==> config.mk <==
export PLATFORM = sky130hd
export DESIGN_NAME = cmd_executor
export DESIGN_NICKNAME = d
export VERILOG_FILES = /design/src/rtl/cmd_pkg.sv /design/src/rtl/resp_mux.sv /design/src/rtl/cmd_executor.sv
export SDC_FILE = /design/constraint.sdc
export NUM_CORES = 1
export LEC_CHECK = 0
export CORE_MARGIN = 3
export CORE_UTILIZATION = 30
export CTS_CLUSTER_SIZE = 16
export DETAILED_ROUTE_END_ITERATION = 16
export HOLD_SLACK_MARGIN = 0.12
export RECOVER_POWER = 100
export SLEW_MARGIN = 10
export SYNTH_ARGS = -nofsm -noshare
export SYNTH_HDL_FRONTEND = slang
export SYNTH_SLANG_ARGS = --single-unit
==> constraint.sdc <==
create_clock -name sys_clk -period 3.05 [get_ports sys_clk]
set_input_delay 0.61 -clock sys_clk [delete_from_list [all_inputs] [get_ports sys_clk]]
set_output_delay 0.61 -clock sys_clk [all_outputs]
set_load 0.02 [all_outputs]
==> src/rtl/cmd_pkg.sv <==
// Shared opcodes, response bytes and state encodings for the command executor
// and its response register.
package cmd_pkg;

  localparam logic [7:0] OP_WRITE    = 8'h00;
  localparam logic [7:0] OP_READ     = 8'h01;
  localparam logic [7:0] OP_BURST    = 8'h02;

  localparam logic [7:0] ERR_BAD_CMD = 8'h04;
  localparam logic [7:0] ERR_OVERRUN = 8'h05;
  localparam logic [7:0] RSP_ACK     = 8'h06;

  typedef enum logic [2:0] {
    IDLE, CHECK, MEM_REQ, MEM_WAIT, TX, TX_WAIT, SEND_ACK, SEND_ERR
  } state_e;

  typedef enum logic [1:0] {
    RSP_SRC_NONE, RSP_SRC_BYTE, RSP_SRC_WORD
  } resp_src_e;

endpackage

==> src/rtl/resp_mux.sv <==
// Response payload register: loads an error/ack byte or a read word for the
// transmitter and keeps it steady until the next response is loaded.
module resp_mux
  import cmd_pkg::*;
#(
  parameter int DATA_W = 32
) (
  input  logic              clk,
  input  logic              rst_n,
  input  resp_src_e         src,
  input  logic [7:0]        byte_in,
  input  logic [DATA_W-1:0] word_in,
  output logic              tx_mode,
  output logic [7:0]        tx_byte,
  output logic [DATA_W-1:0] tx_word
);

  logic              mode_d, mode_q;
  logic [7:0]        byte_d, byte_q;
  logic [DATA_W-1:0] word_d, word_q;

  // NOTE: every variable gets a default before the branches so no latch is inferred.
  always_comb begin
    mode_d = mode_q;
    byte_d = byte_q;
    word_d = word_q;
    case (src)
      RSP_SRC_BYTE: begin
        mode_d = 1'b0;
        byte_d = byte_in;
      end
      RSP_SRC_WORD: begin
        mode_d = 1'b1;
        word_d = word_in;
      end
      default: ;
    endcase
  end

  // NOTE: sequential state uses non-blocking assignments so all flops update together.
  always_ff @(posedge clk or negedge rst_n) begin
    if (!rst_n) begin
      mode_q <= 1'b0;
      byte_q <= '0;
      word_q <= '0;
    end else begin
      mode_q <= mode_d;
      byte_q <= byte_d;
      word_q <= word_d;
    end
  end

  assign tx_mode = mode_q;
  assign tx_byte = byte_q;
  assign tx_word = word_q;

endmodule

==> src/rtl/cmd_executor.sv <==
// Executes decoded write/read/burst-read commands against the SRAM and hands
// every response (read word, ack or error byte) to the transmitter one at a time.
module cmd_executor
  import cmd_pkg::*;
#(
  parameter int ADDR_W      = 15,
  parameter int DATA_W      = 32,
  parameter int MEM_LATENCY = 2,
  parameter int MAX_BURST   = 16,
  parameter int ACK_WRITES  = 1
) (
  input  logic              sys_clk,
  input  logic              sw_0,
  input  logic              cmd_valid,
  input  logic [7:0]        cmd_opcode,
  input  logic [ADDR_W-1:0] cmd_addr,
  input  logic [DATA_W-1:0] cmd_data,
  input  logic [1:0]        cmd_error,
  output logic              mem_enable,
  output logic              mem_rw,
  output logic [ADDR_W-1:0] mem_addr,
  output logic [DATA_W-1:0] mem_wdata,
  input  logic [DATA_W-1:0] mem_rdata,
  output logic              tx_start,
  output logic              tx_mode,
  output logic [7:0]        tx_byte,
  output logic [DATA_W-1:0] tx_word,
  input  logic              tx_done,
  output logic              busy
);

  localparam logic [2:0] WAIT_LAST = 3'(MEM_LATENCY - 1);
  localparam logic [7:0] BURST_MAX = 8'(MAX_BURST);

  state_e            state_d, state_q;
  logic [7:0]        op_d, op_q;
  logic [ADDR_W-1:0] addr_d, addr_q;
  logic [DATA_W-1:0] data_d, data_q;
  logic [1:0]        cerr_d, cerr_q;
  logic [7:0]        count_d, count_q;
  logic [2:0]        wait_d, wait_q;
  logic              rw_d, rw_q;
  logic              ovr_d, ovr_q;

  logic       chk_send, chk_ovr_clr, chk_rw;
  logic [7:0] chk_byte, chk_count;
  resp_src_e  rsp_src;
  logic [7:0] rsp_byte;
  logic       wait_done;

  assign wait_done = (wait_q == WAIT_LAST);

  // Outcome of the CHECK state, evaluated in priority order.
  always_comb begin
    chk_send    = 1'b1;
    chk_ovr_clr = 1'b0;
    chk_rw      = 1'b1;
    chk_byte    = ERR_BAD_CMD;
    chk_count   = 8'd1;
    if (cerr_q != 2'b00) begin
      chk_byte = {6'b0, cerr_q};
    end else if (ovr_q) begin
      chk_byte    = ERR_OVERRUN;
      chk_ovr_clr = 1'b1;
    end else begin
      case (op_q)
        OP_WRITE: begin
          chk_send = 1'b0;
          chk_rw   = 1'b0;
        end
        OP_READ: chk_send = 1'b0;
        OP_BURST: begin
          if (data_q[7:0] != 8'd0 && data_q[7:0] <= BURST_MAX) begin
            chk_send  = 1'b0;
            chk_count = data_q[7:0];
          end
        end
        default: ;
      endcase
    end
  end

  always_ff @(posedge sys_clk or negedge sw_0) begin
    if (!sw_0) state_q <= IDLE;
    else       state_q <= state_d;
  end

  always_comb begin
    state_d = state_q;
    case (state_q)
      IDLE:     if (cmd_valid) state_d = CHECK;
      CHECK:    state_d = chk_send ? SEND_ERR : MEM_REQ;
      MEM_REQ: begin
        if (rw_q)                 state_d = MEM_WAIT;
        else if (ACK_WRITES != 0) state_d = SEND_ACK;
        else                      state_d = IDLE;
      end
      MEM_WAIT: if (wait_done) state_d = TX;
      SEND_ACK, SEND_ERR: state_d = TX;
      TX:       state_d = TX_WAIT;
      // Only a word response belongs to a (burst) read that may need another beat.
      TX_WAIT:  if (tx_done) state_d = (tx_mode && count_q != 8'd1) ? MEM_REQ : IDLE;
      default:  state_d = IDLE;
    endcase
  end

  always_comb begin
    mem_enable = (state_q == MEM_REQ);
    tx_start   = (state_q == TX);
    busy       = (state_q != IDLE);
    rsp_src    = RSP_SRC_NONE;
    rsp_byte   = chk_byte;
    if (state_q == CHECK && chk_send) begin
      rsp_src = RSP_SRC_BYTE;
    end else if (state_q == SEND_ACK) begin
      rsp_src  = RSP_SRC_BYTE;
      rsp_byte = RSP_ACK;
    end else if (state_q == MEM_WAIT && wait_done) begin
      rsp_src = RSP_SRC_WORD;
    end
  end

  always_comb begin
    op_d    = op_q;
    addr_d  = addr_q;
    data_d  = data_q;
    cerr_d  = cerr_q;
    count_d = count_q;
    wait_d  = wait_q;
    rw_d    = rw_q;
    ovr_d   = ovr_q;
    case (state_q)
      IDLE: begin
        if (cmd_valid) begin
          op_d   = cmd_opcode;
          addr_d = cmd_addr;
          data_d = cmd_data;
          cerr_d = cmd_error;
        end
      end
      CHECK: begin
        rw_d    = chk_rw;
        count_d = chk_count;
        if (chk_ovr_clr) ovr_d = 1'b0;
      end
      MEM_REQ:  wait_d = '0;
      MEM_WAIT: wait_d = wait_q + 3'd1;
      TX_WAIT: begin
        if (tx_done && tx_mode) begin
          count_d = count_q - 8'd1;
          addr_d  = addr_q + ADDR_W'(1);
        end
      end
      default: ;
    endcase
    // A new overrun wins over the clear in CHECK so it is never lost.
    if (cmd_valid && state_q != IDLE) ovr_d = 1'b1;
  end

  always_ff @(posedge sys_clk or negedge sw_0) begin
    if (!sw_0) begin
      op_q    <= '0;
      addr_q  <= '0;
      data_q  <= '0;
      cerr_q  <= '0;
      count_q <= '0;
      wait_q  <= '0;
      rw_q    <= 1'b0;
      ovr_q   <= 1'b0;
    end else begin
      op_q    <= op_d;
      addr_q  <= addr_d;
      data_q  <= data_d;
      cerr_q  <= cerr_d;
      count_q <= count_d;
      wait_q  <= wait_d;
      rw_q    <= rw_d;
      ovr_q   <= ovr_d;
    end
  end

  assign mem_rw    = rw_q;
  assign mem_addr  = addr_q;
  assign mem_wdata = data_q;

  resp_mux #(.DATA_W(DATA_W)) u_resp_mux (
    .clk     (sys_clk),
    .rst_n   (sw_0),
    .src     (rsp_src),
    .byte_in (rsp_byte),
    .word_in (mem_rdata),
    .tx_mode (tx_mode),
    .tx_byte (tx_byte),
    .tx_word (tx_word)
  );

endmodule

After elaboration in Yosys (flattened, before gate mapping):

Cells that the tools add are included.

* register bits after elaboration: 114
* latch bits: 0
* memory bits (writable): 0
* memory bits (read-only): 0
* input bits: 93
* output and inout bits: 92
* logic and storage cells: 94
* memories kept: 0

* add/subtract/negate cells: 3
* $mul: 0
* divide/modulo/power cells: 0
* magnitude comparators: 1
* eq/ne operators: 17
* shifts and indexed selects: 0
* muxes and demuxes: 37
* bitwise logic cells: 0
* reductions and logical operators: 24

Operator list (number)
* $mux W8: 7
* $mux W15: 2
* $pmux W15 S2: 1
* $pmux W3 S7: 1
* $mux W3: 6
* $pmux W8 S2: 1
* $add A15 B1 Y15 const B: 1
* $reduce_bool A2 Y1: 7
* $eq A3 B3 Y1 const B: 4
* $mux W1: 12
* $eq A8 B1 Y1 const B: 1
* $eq A8 B2 Y1 const B: 1
* $le A8 B5 Y1 const B: 1
* $logic_not A8 Y1: 1
* $mux W2: 4
* $ne A2 B2 Y1 const B: 4
* $ne A8 B1 Y1 const B: 1
* $reduce_bool A8 Y1: 1
* $sub A8 B1 Y8 const B: 1
* $eq A3 B1 Y1 const B: 2
* $eq A3 B2 Y1 const B: 2
* $logic_and A1 B1 Y1: 6
* $pmux W3 S2: 1
* $reduce_and A2 Y1: 3
* other kinds (8): 11

Logic depth before layout (Yosys ltp):

Gate-level depths: netlist of run 1.

* depth after elaboration: 10
* mapped depth: 9

Cells and area by module:

A second synthesis of run 1 with hierarchy kept.

* cells, all modules: 423
* area total of the unflattened synthesis: 5353.9 µm²

Modules (own cells, without submodules)
* cmd_executor: instances 1, cells each 331, area an instance 3632.2 µm²
* resp_mux: instances 1, cells each 92, area an instance 1721.7 µm²

Least setup slack after synthesis of run 1:

No wires, ideal clock.

* path kind: register -> register
* start: register data_q[0], in the netlist mem_wdata[0]
* end: register u_resp_mux.word_q[10], in the netlist u_resp_mux.tx_word[10]
* setup time: 0.125 ns
* arrival: 2.481 ns
* required time: 2.925 ns
* setup slack: 0.444 ns
* cell stages (with the launch flop): 9
* buffers on the path: 2
* clock period less this slack: 2.606 ns
* path through: dfrtp_1 nor4_1 xor2_1 o21ai_2 nor2b_1 ha_1 clkbuf_1 buf_1 mux2_2

* longest elaborated chain between the ends: 9
* elaborated cells on any way between the ends: 10
* classes of those cells: order compare (1); eq/ne (1); mux (5); reduce/logical (3)

Ends and longest elaborated chain
* start: declaration: RTL line cmd_executor.sv:38 `logic [DATA_W-1:0] data_d, data_q;`
* start signal: assignment: RTL line cmd_executor.sv:173 `data_q <= data_d;`
* $le A8 B5 Y1 / $reduce_bool A8 Y1 (equally long branches): RTL line cmd_executor.sv:73 `if (data_q[7:0] != 8'd0 && data_q[7:0] <= BURST_MAX) begin`
* $logic_and A1 B1 Y1 *: RTL line cmd_executor.sv:73
* $mux W1 *: RTL line cmd_executor.sv:73
* $pmux W1 S2 *: RTL line cmd_executor.sv:66 `case (op_q)`
* $mux W1 *: RTL line cmd_executor.sv:62 `end else if (ovr_q) begin`
* $mux W1 *: RTL line cmd_executor.sv:60 `if (cerr_q != 2'b00) begin`
* $logic_and A1 B1 Y1 *: RTL line cmd_executor.sv:113 `if (state_q == CHECK && chk_send) begin`
* $mux W2 *: RTL line cmd_executor.sv:113
* $eq A2 B2 Y1 *: RTL line resp_mux.sv:27 `case (src)`
* end signal: assignment: RTL line resp_mux.sv:49 `word_q <= word_d;`
* end: declaration: RTL line resp_mux.sv:20 `logic [DATA_W-1:0] word_d, word_q;`

Mark *: on every way between the ends. The rest lies on a longest branch, timed or not.
A chain may end at the register's enable or synchronous reset.

Final worst setup path of run 1:

* start: input cmd_valid
* end: register addr_q[0], in the netlist mem_addr[0]

* longest elaborated chain between the ends: 2

Ends and longest elaborated chain
* start: declaration: RTL line cmd_executor.sv:14 `input logic cmd_valid,`
* $ne A2 B2 Y1 (no line)
* $reduce_and A3 Y1 (no line)
* end signal: assignment: RTL line cmd_executor.sv:172 `addr_q <= addr_d;`
* end: declaration: RTL line cmd_executor.sv:37 `logic [ADDR_W-1:0] addr_d, addr_q;`

Every way passes these cells.

==> results of run 1 <==
worst min path at each step:
stage / startpoint / endpoint / slack [ps] / cells past startpoint
finish: mem_wdata[26] / mem_wdata[26] / 470 / 2
global route: mem_wdata[22] / mem_wdata[22] / 500 / 2
CTS: sw_0 / mem_addr[6] / 150 / 1
detailed placement: mem_wdata[9] / mem_wdata[9] / 460 / 2
global placement: mem_wdata[25] / mem_wdata[25] / 460 / 2
floorplan: sw_0 / cerr_q[0] / 310 / 0
placed cells by master (no fill, tap or decap), types with 4 or more instances in the layout:
| cell | instances |
|---|---|
| nand2_1 | 140 |
| dfrtp_1 | 109 |
| clkdlybuf4s50_1 | 90 |
| dlygate4sd3_1 | 88 |
| mux2_2 | 33 |
| nor2_1 | 21 |
| a21oi_1 | 20 |
| o21ai_0 | 20 |
| inv_1 | 15 |
| nor3_1 | 10 |
| clkbuf_16 | 9 |
| a31oi_1 | 8 |
| nor4_1 | 7 |
| nand3_1 | 7 |
| ha_1 | 7 |
| nand4_1 | 6 |
| nand2b_1 | 5 |
| o32ai_1 | 5 |
| conb_1 | 5 |
| mux2i_1 | 4 |
| or2_2 | 4 |
| o22ai_1 | 4 |
| clkbuf_1 | 4 |
registers in the layout, indices dropped and copies added (netlist names):
register / flops
cerr_q: 2
count_q: 8
mem_addr: 15
mem_rw: 1
mem_wdata: 32
op_q: 8
ovr_q: 1
state_q: 3
u_resp_mux.tx_byte: 3
u_resp_mux.tx_mode: 1
u_resp_mux.tx_word: 32
wait_q: 3
worst min-delay path: stages (launching register included):
cell	delay, ps
dfrtp_1	340
nand2_1	50
nand2_1	50
power by group through the flow:
stage | Clock, mW | Combinational [mW] | Sequential, mW
6_report | 1.14 | 3.14 | 2.50
5_1_grt | 1.24 | 3.44 | 2.60
4_1_cts | 1.18 | 3.41 | 2.53
3_5_place_dp | 0 | 3.40 | 2.55
3_3_place_gp | 0 | 3.35 | 2.52
2_1_floorplan | 0 | 1.34 | 3.03
layer usage:
layer	vias to the layer above	GRT usage [%]	part of all wire (%)
met5	-	0	0
met4	0	6.22	2.0
met3	18	4.89	8.9
met2	165	24.3	48
met1	2021	19.1	41
li1	2084	-	-
logic make-up (layout without fill, tap and decap cells):
group                    Yosys count  in the layout  share of synthesized area, %
AND/OR/NAND/NOR                  223            223                          20.5
flip-flops                       109            109                          53.8
AO/OA/AOI/OAI                     82             82                          10.9
buffers and inverters             45            220                          4.32
multiplexers                      37             37                          8.13
adder cells (fa/ha/maj)            7              7                          1.73
XOR/XNOR                           3              3                         0.519
other                              1              5                        0.0740
per-stage QoR:
stage / util [%] / setup WS, ps / cells / total power [mW] / area [um2]
after floorplan: - / 444 / 511 / 4.38 / 5080
after global placement: 43.6 / 598 / 886 / 5.87 / 7080
after detailed placement: 43.6 / 491 / 886 / 5.95 / 7080
after CTS: 45.3 / 469 / 902 / 7.12 / 7360
after global routing: 45.0 / 199 / 902 / 7.28 / 7310
final: 45.0 / 355 / 902 / 6.78 / 7310
layout make-up:
| cell class | count | area [um2] |
|---|---|---|
| Multi-Input combinational cell | 357 | 2110 |
| Clock buffer | 9 | 225 |
| Timing Repair Buffer | 189 | 1870 |
| Tap cell | 216 | 270 |
| Inverter | 15 | 56.3 |
| Clock inverter | 7 | 56.3 |
| Fill cell | 1505 | 8920 |
| Sequential cell | 109 | 2730 |
==> impl_results.md, run 1 <==
- Final setup viols: 0
- Initial antenna violation count: 0
- Cell family with most CP delay: buffers and inverters
- Worst VDD drop: 0.000360 V
- F_max: 371 MHz
- Outcome: complete, no violations
- Die Area: 18,500 um2
- Internal power: 3.97 mW
- Post-CTS Setup Bufs: 0
- NetSw: 2.81 mW
- Synth area leader: dfrtp_1
- WL/cell: 15.5 um
- Root buffer cell: clkbuf_16
- Combinational fraction of design power: 46.4%
- Switching Fraction: 41.4%
- I/O pin total: 185
- Area Overhead vs Synth: 44.3%
- Worst-path fanout max: 12
- DR vias/cell: 4.75
- Clock Latency Late Sink: 350 ps
- Dpl hpwl: 10.4 mm
- Main area contributors after synthesis: dfrtp_1 54%, nand2_1 10%, mux2_2 7.3%, a21oi_1 1.9%, o21ai_0 1.8%
- DR iter-0 viols: 153
- Total Routing Usage GR: 15.2%
- Sequential share of power: 36.9%
- Netlist Area Pre-Place: 5070 um2
- Nets: 781
- Worst R2R End: u_resp_mux.tx_word[20]
- RSZ-0062 raised after global routing: false
- CP Launch Point: cmd_valid
- Slowest CP cell: a21oi_1
- #FFs+latches synth: 109
- Synth Instances: 507
- Gpl congestion: 0.824
- Number of H-tree levels: 3
- Top-area cell type share of the netlist area: 53.8%
- Vias: 4,288
- Synth Area per Inst: 9.99 um2
- Ys async rst share: 100%
- CP Launch Type: primary input
- Antenna cells: 0
- CP Capture Point: mem_addr[0]
- Clock power share: 16.8%
- Core ar.: 16,200 um2
- CP bufs+invs: 2
- Synth warn: 0
- CTS tree: done
- Seq/Total Area, Yosys: 53.8%
- Maximum number of pins on one net before global-route repair: 54
- R2R setup slack: 510 ps
- Resized Gates After CTS: 0
- Max Slew Vio Count: 0
- FP Rows: 46
- Most common cell in the netlist: nand2_1
- CP required: 3310 ps
- Global-route wire length before repair: 22.5 mm
- EDFF count, synth: 0
- Worst-margin pin slew: 1360 ps
- Crit share post-route: 88.4%
- Crit-path cells: dlygate4sd3_1 -> or3b_1 -> a21oi_1 -> buf_4 -> o21ai_0 -> mux2i_1
- PortBufs: 179
- Power Density: 928 nW/um2
- Clock Pin Slew Worst Setup and Hold Paths: 80 ps
- Setup TNS: 0 ps
- Vias in the first global route: 4,430
- R2R cell count: 7
- RR Startpoint: mem_wdata[0]
- Synth cell types: 61
- Drc violations: 0
- Final min period: 2700 ps
- Hold Vio Cnt, Final: 0
- Setup Skew: 8.02 ps
- Chip Height: 136 um
- Worst Setup End Kind: flip-flop
- Hold crit path type: reg -> reg
- Max transition margin: 9.54%
- Slowest Stage Delay on Critical Path: 730 ps
- Inserted Clock Buffers: 9
- Synth cell count leaders: 140 x nand2_1, 109 x dfrtp_1, 33 x mux2_2
- Most used flip-flop cell after synthesis: dfrtp_1
- Die W: 136 um
- Stages on the worst setup path: 6
- Initial Util: 31.2%
- Max cap viols: 0
- Antenna Nets Post-Route: 0
- # hold bufs at CTS: 0
- Fin Hold WS: 472 ps
- GR Overflow Total: 0
- Final wirelength: 13.9 mm
- P_leak: 3.35 nW
- Layout cells sized above 1: 10.1%
- Pre-antenna DRT Iters: 4
- Sink Count: 109
- Setup CP Type: in -> reg
- CP arrival: 2960 ps
- Max clock buf depth: 2
Note: power is estimated with default switching activity, not from simulation.
==> inputs of run 2 (changes only) <==
Settings changed: SLEW_MARGIN 10 to default.
==> results of run 2 <==
The final DEF is identical to that of run 1; final timing and power are the same.
